File: src/rtl/keypad_pkg.sv
// Shared types, key map and helpers for the keypad time-entry block.
// Optional feature macro: KEYPAD_AUTO_COMMIT_EN (used in keypad_time_entry).
package keypad_pkg;

   typedef logic [3:0] key_code_t;   // {row[1:0], col[1:0]}

   localparam key_code_t KEY_STAR = 4'hC;
   localparam key_code_t KEY_0    = 4'hD;
   localparam key_code_t KEY_HASH = 4'hE;

   localparam logic [6:0] MAX_HOUR = 7'd23;
   localparam logic [6:0] MAX_MIN  = 7'd59;

   typedef enum logic [2:0] {
      E0   = 3'd0,
      E1   = 3'd1,
      E2   = 3'd2,
      E3   = 3'd3,
      FULL = 3'd4
   } entry_state_t;

   typedef struct packed {
      logic       is_digit;
      logic [3:0] value;
   } digit_t;

   // Map a key code to its decimal digit; letters, '*' and '#' are not digits.
   function automatic digit_t key_to_digit(input key_code_t code);
      digit_t d;
      d.is_digit = 1'b1;
      d.value    = 4'd0;
      case (code)
         4'h0:    d.value = 4'd1;
         4'h1:    d.value = 4'd2;
         4'h2:    d.value = 4'd3;
         4'h4:    d.value = 4'd4;
         4'h5:    d.value = 4'd5;
         4'h6:    d.value = 4'd6;
         4'h8:    d.value = 4'd7;
         4'h9:    d.value = 4'd8;
         4'hA:    d.value = 4'd9;
         KEY_0:   d.value = 4'd0;
         default: d.is_digit = 1'b0;
      endcase
      return d;
   endfunction

   // Two BCD digits to binary, kept at 7 bits so out-of-range values survive the check.
   function automatic logic [6:0] bcd2bin(input logic [3:0] tens, input logic [3:0] ones);
      return 7'(tens) * 7'd10 + 7'(ones);
   endfunction

endpackage

File: src/rtl/keypad_scan_debounce.sv
// Column scanner, row synchronizer, per-frame key decode and press debouncer.
// Emits a single-cycle press_valid with press_code once per debounced press.
module keypad_scan_debounce
   import keypad_pkg::*;
#(
   parameter logic [15:0] SCAN_DIV        = 16'd50000,
   parameter int          DEBOUNCE_FRAMES = 4
) (
   input  logic      clk,
   input  logic      rst_n,
   output logic [3:0] col_out,
   input  logic [3:0] row_in,
   output logic      press_valid,
   output key_code_t press_code
);

   localparam logic [3:0] DF = 4'(DEBOUNCE_FRAMES);

   logic [3:0]  row_meta, row_sync;
   logic [15:0] div_cnt;
   logic [1:0]  col;
   logic        dwell_end;
   logic [1:0]  acc_cnt;      // keys seen so far this frame, saturating at 2
   key_code_t   acc_code;
   logic [2:0]  n_rows, sum;
   logic [1:0]  hit_row, sum_sat;
   key_code_t   code_new;
   logic        frame_end, frame_key, same;
   logic        prev_key, pressed;
   key_code_t   prev_code;
   logic [3:0]  run, run_next;

   assign dwell_end = (div_cnt == SCAN_DIV - 16'd1);
   assign frame_end = dwell_end && (col == 2'd3);
   assign col_out   = ~(4'b0001 << col);

   // Two-flop synchronizer for the asynchronous row lines (idle high).
   always_ff @(posedge clk) begin
      if (!rst_n) begin
         row_meta <= 4'hF;
         row_sync <= 4'hF;
      end else begin
         row_meta <= row_in;
         row_sync <= row_meta;
      end
   end

   // Dwell counter and column index.
   always_ff @(posedge clk) begin
      if (!rst_n) begin
         div_cnt <= '0;
         col     <= '0;
      end else if (dwell_end) begin
         div_cnt <= '0;
         col     <= col + 2'd1;
      end else begin
         div_cnt <= div_cnt + 16'd1;
      end
   end

   // Fold this column's rows into the frame tally and compare against the last frame.
   always_comb begin
      n_rows  = '0;
      hit_row = '0;
      for (int r = 3; r >= 0; r--) begin
         if (!row_sync[r]) begin
            n_rows  = n_rows + 3'd1;
            hit_row = 2'(r);
         end
      end
      sum       = {1'b0, acc_cnt} + n_rows;
      sum_sat   = (sum > 3'd2) ? 2'd2 : sum[1:0];
      code_new  = (acc_cnt == 2'd0 && n_rows == 3'd1) ? {hit_row, col} : acc_code;
      frame_key = (sum_sat == 2'd1);
      same      = (frame_key == prev_key) && (!frame_key || code_new == prev_code);
      run_next  = same ? ((run == 4'hF) ? run : run + 4'd1) : 4'd1;
   end

   // Frame accumulation and the released/pressed debounce state.
   always_ff @(posedge clk) begin
      if (!rst_n) begin
         acc_cnt     <= '0;
         acc_code    <= '0;
         prev_key    <= 1'b0;
         prev_code   <= '0;
         run         <= '0;
         pressed     <= 1'b0;
         press_valid <= 1'b0;
         press_code  <= '0;
      end else begin
         press_valid <= 1'b0;
         if (frame_end) begin
            acc_cnt   <= '0;
            acc_code  <= '0;
            prev_key  <= frame_key;
            prev_code <= code_new;
            run       <= run_next;
            if (!pressed && frame_key && run_next >= DF) begin
               pressed     <= 1'b1;
               press_valid <= 1'b1;
               press_code  <= code_new;
            end else if (pressed && !frame_key && run_next >= DF) begin
               pressed <= 1'b0;
            end
         end else if (dwell_end) begin
            acc_cnt  <= sum_sat;
            acc_code <= code_new;
         end
      end
   end

endmodule

File: src/rtl/keypad_time_entry.sv
// Keypad HHMM entry: collects four digits, validates and commits binary hour/min.
// Optional feature macro: KEYPAD_AUTO_COMMIT_EN -- commit on the 4th digit, '#' always errors.
module keypad_time_entry
   import keypad_pkg::*;
#(
   parameter logic [15:0] SCAN_DIV        = 16'd50000,
   parameter int          DEBOUNCE_FRAMES = 4
) (
   input  logic        clk,
   input  logic        rst_n,
   output logic [3:0]  col_out,
   input  logic [3:0]  row_in,
   output logic [4:0]  hour,
   output logic [5:0]  min,
   output logic        time_valid,
   output logic        entry_err,
   output logic [15:0] digits,
   output logic [2:0]  digit_cnt
);

   logic         press_valid;
   key_code_t    press_code;
   entry_state_t state, state_n;
   logic [15:0]  digits_n, shifted, cand;
   logic [4:0]   hour_n;
   logic [5:0]   min_n;
   logic         tv_n, err_n, commit_ok;
   logic [6:0]   ch7, cm7;
   digit_t       dig;

   keypad_scan_debounce #(
      .SCAN_DIV        (SCAN_DIV),
      .DEBOUNCE_FRAMES (DEBOUNCE_FRAMES)
   ) u_scan (
      .clk         (clk),
      .rst_n       (rst_n),
      .col_out     (col_out),
      .row_in      (row_in),
      .press_valid (press_valid),
      .press_code  (press_code)
   );

   assign digit_cnt = state;

   // Entry FSM: digit shifting, clear, error and commit decisions.
   always_comb begin
      state_n  = state;
      digits_n = digits;
      hour_n   = hour;
      min_n    = min;
      tv_n     = 1'b0;
      err_n    = 1'b0;
      dig      = key_to_digit(press_code);
      shifted  = {digits[11:0], dig.value};
`ifdef KEYPAD_AUTO_COMMIT_EN
      cand     = shifted;   // the digit being entered completes the entry
`else
      cand     = digits;
`endif
      ch7       = bcd2bin(cand[15:12], cand[11:8]);
      cm7       = bcd2bin(cand[7:4], cand[3:0]);
      commit_ok = (ch7 <= MAX_HOUR) && (cm7 <= MAX_MIN);

      if (press_valid) begin
         if (press_code == KEY_STAR) begin
            digits_n = '0;
            state_n  = E0;
         end else if (press_code == KEY_HASH) begin
            digits_n = '0;
            state_n  = E0;
`ifdef KEYPAD_AUTO_COMMIT_EN
            err_n    = 1'b1;
`else
            if (state == FULL) begin
               if (commit_ok) begin
                  hour_n = ch7[4:0];
                  min_n  = cm7[5:0];
                  tv_n   = 1'b1;
               end else begin
                  err_n  = 1'b1;
               end
            end else begin
               err_n = 1'b1;
            end
`endif
         end else if (dig.is_digit) begin
            case (state)
               E0: begin digits_n = shifted; state_n = E1; end
               E1: begin digits_n = shifted; state_n = E2; end
               E2: begin digits_n = shifted; state_n = E3; end
               E3: begin
`ifdef KEYPAD_AUTO_COMMIT_EN
                  digits_n = '0;
                  state_n  = E0;
                  if (commit_ok) begin
                     hour_n = ch7[4:0];
                     min_n  = cm7[5:0];
                     tv_n   = 1'b1;
                  end else begin
                     err_n  = 1'b1;
                  end
`else
                  digits_n = shifted;
                  state_n  = FULL;
`endif
               end
               default: ;   // FULL: extra digits are dropped silently
            endcase
         end
      end
   end

   // State and output registers.
   always_ff @(posedge clk) begin
      if (!rst_n) begin
         state      <= E0;
         digits     <= '0;
         hour       <= '0;
         min        <= '0;
         time_valid <= 1'b0;
         entry_err  <= 1'b0;
      end else begin
         state      <= state_n;
         digits     <= digits_n;
         hour       <= hour_n;
         min        <= min_n;
         time_valid <= tv_n;
         entry_err  <= err_n;
      end
   end

endmodule

File: config.mk
export PLATFORM = sky130hd
export DESIGN_NAME = keypad_time_entry
export DESIGN_NICKNAME = d
export VERILOG_FILES = /design/src/rtl/keypad_pkg.sv /design/src/rtl/keypad_scan_debounce.sv /design/src/rtl/keypad_time_entry.sv
export SDC_FILE = /design/constraint.sdc
export NUM_CORES = 1
export LEC_CHECK = 0
export ABC_AREA = 1
export CAP_MARGIN = 20
export CELL_PAD_IN_SITES_DETAIL_PLACEMENT = 1
export CELL_PAD_IN_SITES_GLOBAL_PLACEMENT = 1
export CORE_UTILIZATION = 45
export DETAILED_ROUTE_END_ITERATION = 8
export PLACE_DENSITY_LB_ADDON = 0.1
export SLEW_MARGIN = 0
export SYNTH_ARGS = -nofsm -noshare
export SYNTH_HDL_FRONTEND = slang
export SYNTH_SLANG_ARGS = --single-unit
File: constraint.sdc
create_clock -name clk -period 9 [get_ports clk]
set_clock_uncertainty 0.1 [all_clocks]
set_input_delay 1.35 -clock clk [delete_from_list [all_inputs] [get_ports clk]]
set_output_delay 1.35 -clock clk [all_outputs]
set_load 0.02 [all_outputs]
======== Yosys cells after proc, flatten, opt, wreduce, memory -nomap -nowiden ========
Index checks and enable logic that the tools add are counted.
Widths: inputs -> output; s select.
storage, ports and cells
  register bits after elaboration ......... 79
  input port bits ......................... 6
  output and inout bits ................... 36
  logic and storage cells ................. 120
operators by class
  add/subtract/negate cells ............... 9
  multipliers ............................. 2
  magnitude comparators ................... 4
  equality and inequality tests ........... 22
  shift operators ......................... 1
  muxes and demuxes ....................... 28
  bitwise gates (word level) .............. 6
  reductions and logical operators ........ 30
operators by type and width
  cell                   count
  $mux 16                4
  $pmux 4 s9             1
  $eq 4x4->1 const B     7
  $mux 3                 6
  $add 16x1->16 const B  1
  $eq 16x16->1 const B   1
  $add 7x4->7            2
  $eq 4x3->1 const B     3
  $mul 4x3->6 const B    2
  $mux 4                 3
  $pmux 3 s4             1
  $mux 2                 5
  $reduce_or 10->1       1
  $logic_and 1x1->1      8
  $mux 1                 8
  $reduce_or 4->1        2
  $le 7x5->1 const B     1
  $le 7x6->1 const B     1
  $add 3x1->3 const B    2
  $eq 3x1->1 const B     2
  $eq 3x2->1 const B     2
  $reduce_and 2->1       3
  $reduce_and 3->1       2
  $reduce_bool 3->1      2
  26 further kinds       32

======== Logic depth before layout (Yosys ltp) ========
  depth after elaboration ................. 19
  mapped depth ............................ 25
  mapped depth without buffers ............ 25

======== Modules after synthesis ========
From an unflattened synthesis, not the netlist that was laid out.
unflattened totals
  cells, all modules ...................... 605
  area, all modules ....................... 4,340.4 µm²
by module, submodules not included
  module                instances  cells an instance  area each (µm²)  seq. area each (µm²)
  keypad_scan_debounce  1          334                2,432.3          940.9
  keypad_time_entry     1          271                1,908.1          640.6

======== Worst setup path before layout ========
Ideal clock, no wire load.
  kind .................................... flip-flop to flip-flop
  start point ............................. register u_scan.row_sync[2]
  end point ............................... register u_scan.press_code[0]
  setup time .............................. 114 ps
  arrival ................................. 2,839 ps
  required time ........................... 8,786 ps
  slack ................................... 5,946 ps
  stages on the path, launching flop included .. 23
  path buffers ............................ 0
  clock period less this slack ............ 3,054 ps
  path through ............................ dfxtp_1 > inv_1 > ha_1 > inv_1 > nand2_1 > nand2_1 > ha_1 > nand2_1 > nand2_1 > inv_1 > fa_1 > inv_1 > nand2_1 > nand2_1 > nand3_2 > nor2_1 > nand2_1 > nor2_2 > nand3_2 > nand2_4 > o2111ai_4 > nor2_1 > nor2_1
between the ends
  cells in the longest elaborated chain, start to end .. 16
  elaborated cells between the ends (all ways) .. 25
  those cells by class .................... add/sub (3); order compare (2); eq/ne (4); mux (9); reduce/logical (7)
RTL lines
  what                               line                         text
  start, declared                    keypad_scan_debounce.sv:19   logic [3:0] row_meta, row_sync;
  start signal, assigned             keypad_scan_debounce.sv:44   row_sync <= row_meta;
  $mux 3                             keypad_scan_debounce.sv:66   if (!row_sync[r]) begin
  $add 3x1->3                        keypad_scan_debounce.sv:67   n_rows = n_rows + 3'd1;
  $mux 3                             keypad_scan_debounce.sv:66
  $add 3x1->3                        keypad_scan_debounce.sv:67
  $mux 3                             keypad_scan_debounce.sv:66
  $add 2x3->3                        keypad_scan_debounce.sv:71   sum = {1'b0, acc_cnt} + n_rows;
  $gt 3x2->1                         keypad_scan_debounce.sv:72   sum_sat = (sum > 3'd2) ? 2'd2 : sum[1:0];
  $mux 2                             keypad_scan_debounce.sv:72
  $eq 2x1->1                         keypad_scan_debounce.sv:74   frame_key = (sum_sat == 2'd1);
  $logic_not 1->1                    keypad_scan_debounce.sv:75   same = (frame_key == prev_key) && (!frame_key || code_new == prev_code);
  $logic_or 1x1->1                   keypad_scan_debounce.sv:75
  $logic_and 1x1->1                  keypad_scan_debounce.sv:75
  $mux 4                             keypad_scan_debounce.sv:76   run_next = same ? ((run == 4'hF) ? run : run + 4'd1) : 4'd1;
  $ge 4x3->1                         keypad_scan_debounce.sv:98   if (!pressed && frame_key && run_next >= DF) begin
  $logic_and 1x1->1                  keypad_scan_debounce.sv:98
  $reduce_and 2->1 (no source line)  -
  end signal, assigned               keypad_scan_debounce.sv:101  press_code <= code_new;
  end, declared                      keypad_scan_debounce.sv:14   output key_code_t press_code
Parallel ways exist; a longest one is shown, timed or not.
A chain may end at the register's enable or synchronous reset.

======== Worst setup path after layout ========
Same ends and word-level chain as after synthesis.

==> impl_metrics.yaml <==
sta:
  min_period_ns: 3.40
  setup_violations: 0
  final_max_slew_viol_count: 0
  rsz0062_at_grt: "no"
  worst_pin_slew_ns: 0.808
  hold_violations: 0
  fmax_mhz: 294
  fin_crit_sh_pct: 37.8
  holdWs_ns: 0.332
  final.setup.tns_ns: 0
  slew_headroom_pct: 46.1
power_and_ir_drop:
  peakVddDrop_mv: 0.0685
  cellPowerDensity_nw_per_um2: 144
  power_uw: 694
  leakage_uw: 0.00200
worst_setup_path:
  worstReg2RegStart: "u_scan.row_sync[2]"
  timing.rr.end: "u_scan.press_code[0]"
  crit_type: "reg2reg"
  crit_path_end_kind: "flip-flop"
  path_buf_inv: 4
  cp_top_family: "simple AND/OR/NAND/NOR gates"
  r2r_slack_ns: 5.60
  r2r_cells: 23
  cpPeakStageDelay_ns: 0.43
  worst_path_max_delay_cell: "fa_1"
  start_kind: "flip-flop"
  cp.arrival_ns: 3.60
  crit_fanout: 9
  path_cells: "inv_1 > ha_1 > inv_1 > nand2_1 > nand2_1 > ha_1 > nand2_1 > nand2_1 > inv_1 > fa_1 > inv_1 > nand2_1 > nand2_1 > nand3_2 > nor2_1 > nand2_1 > nor2_2 > nand3_2 > nand2_4 > o2111ai_4 > nand2_1 > nand2_1 > nor2_1"
  crit_top_cell: "nand2_1"
  crit_required_ns: 9.20
logic_synthesis:
  synth_warnings: 0
  synth_top_flop_cell: "dfxtp_1"
  synthXorXnorAreaFrac_pct: 2.79
  muxShareOfSynthArea_pct: 0
  synthArstFlopShare_pct: 0
  yosys.area_share.simple_pct: 25.9
  synthCells: 547
  synth_common_cells: "98 x nand2_1, 85 x inv_1, 79 x dfxtp_1, 60 x nor2_1, 36 x a21oi_1"
  synth_compound_area_share_pct: 13.5
  synth_most_common_cell: "nand2_1"
  netlist_area_um2: 4080
  synth_cell_types: 38
  synth-seq-area-share_pct: 38.8
  syn_nets: 581
  synth_fa_ha_area_share_pct: 9.52
  yosys.area.top_type: "dfxtp_1"
  synth_area_per_cell_um2: 7.45
  ys_top_cells_by_area: "dfxtp_1 39%, nand2_1 9.0%, inv_1 7.8%"
  ys_ff_latch: 79
  synth_top_area_share_pct: 38.8
  synth_top_family_by_area: "simple AND/OR/NAND/NOR gates"
  synth-edff-count: 0
die:
  chipWidth_um: 97.2
  die_h_um: 97.2
  pin_count: 42
  num_rows: 34
  initial_core_util_pct: 46.5
  core-area_um2: 8760
  die_area_um2: 9440
clocking:
  cts.htree.levels: 3
  ctsResizeCount: 0
  cts.path.max_buffers: 2
  cts_tree: "built"
  cts_hold_buffers: 0
  worstSkewPairLatency_ns: 0.36
  cts_buffers: 9
  cts.sinks: 79
  root_buffer: "clkbuf_8"
  clk_pin_slew_ns: 0.08
  postCtsSetupBuffers: 0
global_routing:
  grt_antenna_before_repair: 0
  globalRouteTotalUtil_pct: 22.0
  grt_pass1_wl_um: 17000
  gr-total-overflow: 0
  grt_max_degree: 28
  grt_pass1_vias: 3724
cells_and_area:
  diodes: 0
  layout.cells.non_filler: 700
  area_growth_syn_to_layout_pct: 17.8
  drive_gt1_share_pct: 8.28
  final_core_util_pct: 54.8
  nets: 621
  nFillCells: 1109
route:
  dr_total_vias: 3577
  ant_nets: 0
  firstDrtPassIters: 4
  drtIter0Drc: 56
  vias_per_cell: 5.11
  finalWirelength_um: 9800
  wl_per_cell_um: 14.0
  drc_errors: 0
hold_path:
  min_path_type: "reg2reg"
  hold_end: "u_scan.row_sync[0]"
  holdPathStages: 1
  min_from: "u_scan.row_meta[0]"
place:
  portBuffers: 41
  dp_hpwl_um: 7440
  place_congestion: 0.804
  dp_cells: 684
run:
  max-cap-violations: 0
status:
  status: "finished clean"
-- cell families (layout without fill, tap and decap cells) --
logic type,after synthesis,after routing
simple gates,232,232
flops,79,79
xor+xnor,13,13
buf+inv,101,146
compound gates,94,94
fa+ha+maj,28,28
-- through the flow --
step / setup WS [ns] / area, um^2
final: 5.60 / 4800
after global routing: 5.20 / 4800
after CTS: 5.55 / 4800
after detailed placement: 5.50 / 4570
after global placement: 5.50 / 4570
after floorplan: 5.95 / 4080
-- worst register-to-register path, stage by stage, from the launching register on --
cell and delay, ns:
dfxtp_1 0.36, inv_1 0.06, ha_1 0.36, inv_1 0.08, nand2_1 0.09, nand2_1 0.06
ha_1 0.27, nand2_1 0.05, nand2_1 0.12, inv_1 0.08, fa_1 0.43, inv_1 0.07
nand2_1 0.05, nand2_1 0.09, nand3_2 0.14, nor2_1 0.13, nand2_1 0.08, nor2_2 0.11
nand3_2 0.08, nand2_4 0.10, o2111ai_4 0.18, nand2_1 0.13, nand2_1 0.06, nor2_1 0.08
-- per-layer routing --
metal,GRT usage [%],routed length (um),up-vias
met2,39.1,4910,41
met5,0,0,-
met3,4.68,273,8
li1,-,-,1828
met4,7.58,142,0
met1,26.2,4480,1700
-- cells in the final DEF, fill, tap and decap left out, drive strengths merged, types with 2 or more instances in the layout --
cell,instances
clkdlybuf4s50,41
nor4,3
ha,23
nand2,107
clkinvlp,2
fa,5
o21ai,32
bufinv,2
nor3,13
a211oi,2
nand3,30
a31oi,4
a21oi,36
inv,88
o211ai,4
or2,11
o22ai,6
dfxtp,79
a22oi,5
clkbuf,11
xnor2,5
xor2,8
nor2,64
-- registers in the layout (all words and copies together) (netlist names) --
name	count
u_scan.row_meta	4
u_scan.acc_cnt	2
u_scan.row_sync	4
min	6
hour	5
digit_cnt	3
u_scan.prev_key	1
entry_err	1
digits	16
u_scan.pressed	1
u_scan.run	4
time_valid	1
u_scan.acc_code	4
u_scan.press_code	4
u_scan.prev_code	4
u_scan.press_valid	1
u_scan.div_cnt	16
u_scan.col	2
-- cell type report --
cell class              count  area [um^2]  area share, %
multi-input cells         367         2110           43.9
flip-flops and latches     79         1580           32.9
repair buffers             42          418           8.70
inverters                  88          330           6.88
clock buffers              11          151           3.15
well taps                 108          135           2.81
clock inverters             5         80.1           1.67
-- power breakdown --
group	switching [uW]	internal, uW
clock	134	171
combinational	23.6	11.7
sequential	1.75	352
total	159	535
-- how the worst max path moves through the flow --
stage	from	to	slack, ns	cells past startpoint
finish	u_scan.row_sync[2]	u_scan.press_code[0]	5.60	23
detailed placement	rst_n	u_scan.run[0]	5.50	6
CTS	u_scan.row_sync[2]	u_scan.press_code[3]	5.55	23
floorplan	u_scan.row_sync[2]	u_scan.press_code[0]	5.95	22
global placement	rst_n	u_scan.run[3]	5.50	6
global route	u_scan.row_sync[2]	u_scan.press_code[3]	5.20	23
Power figures use the tool's default switching activity.
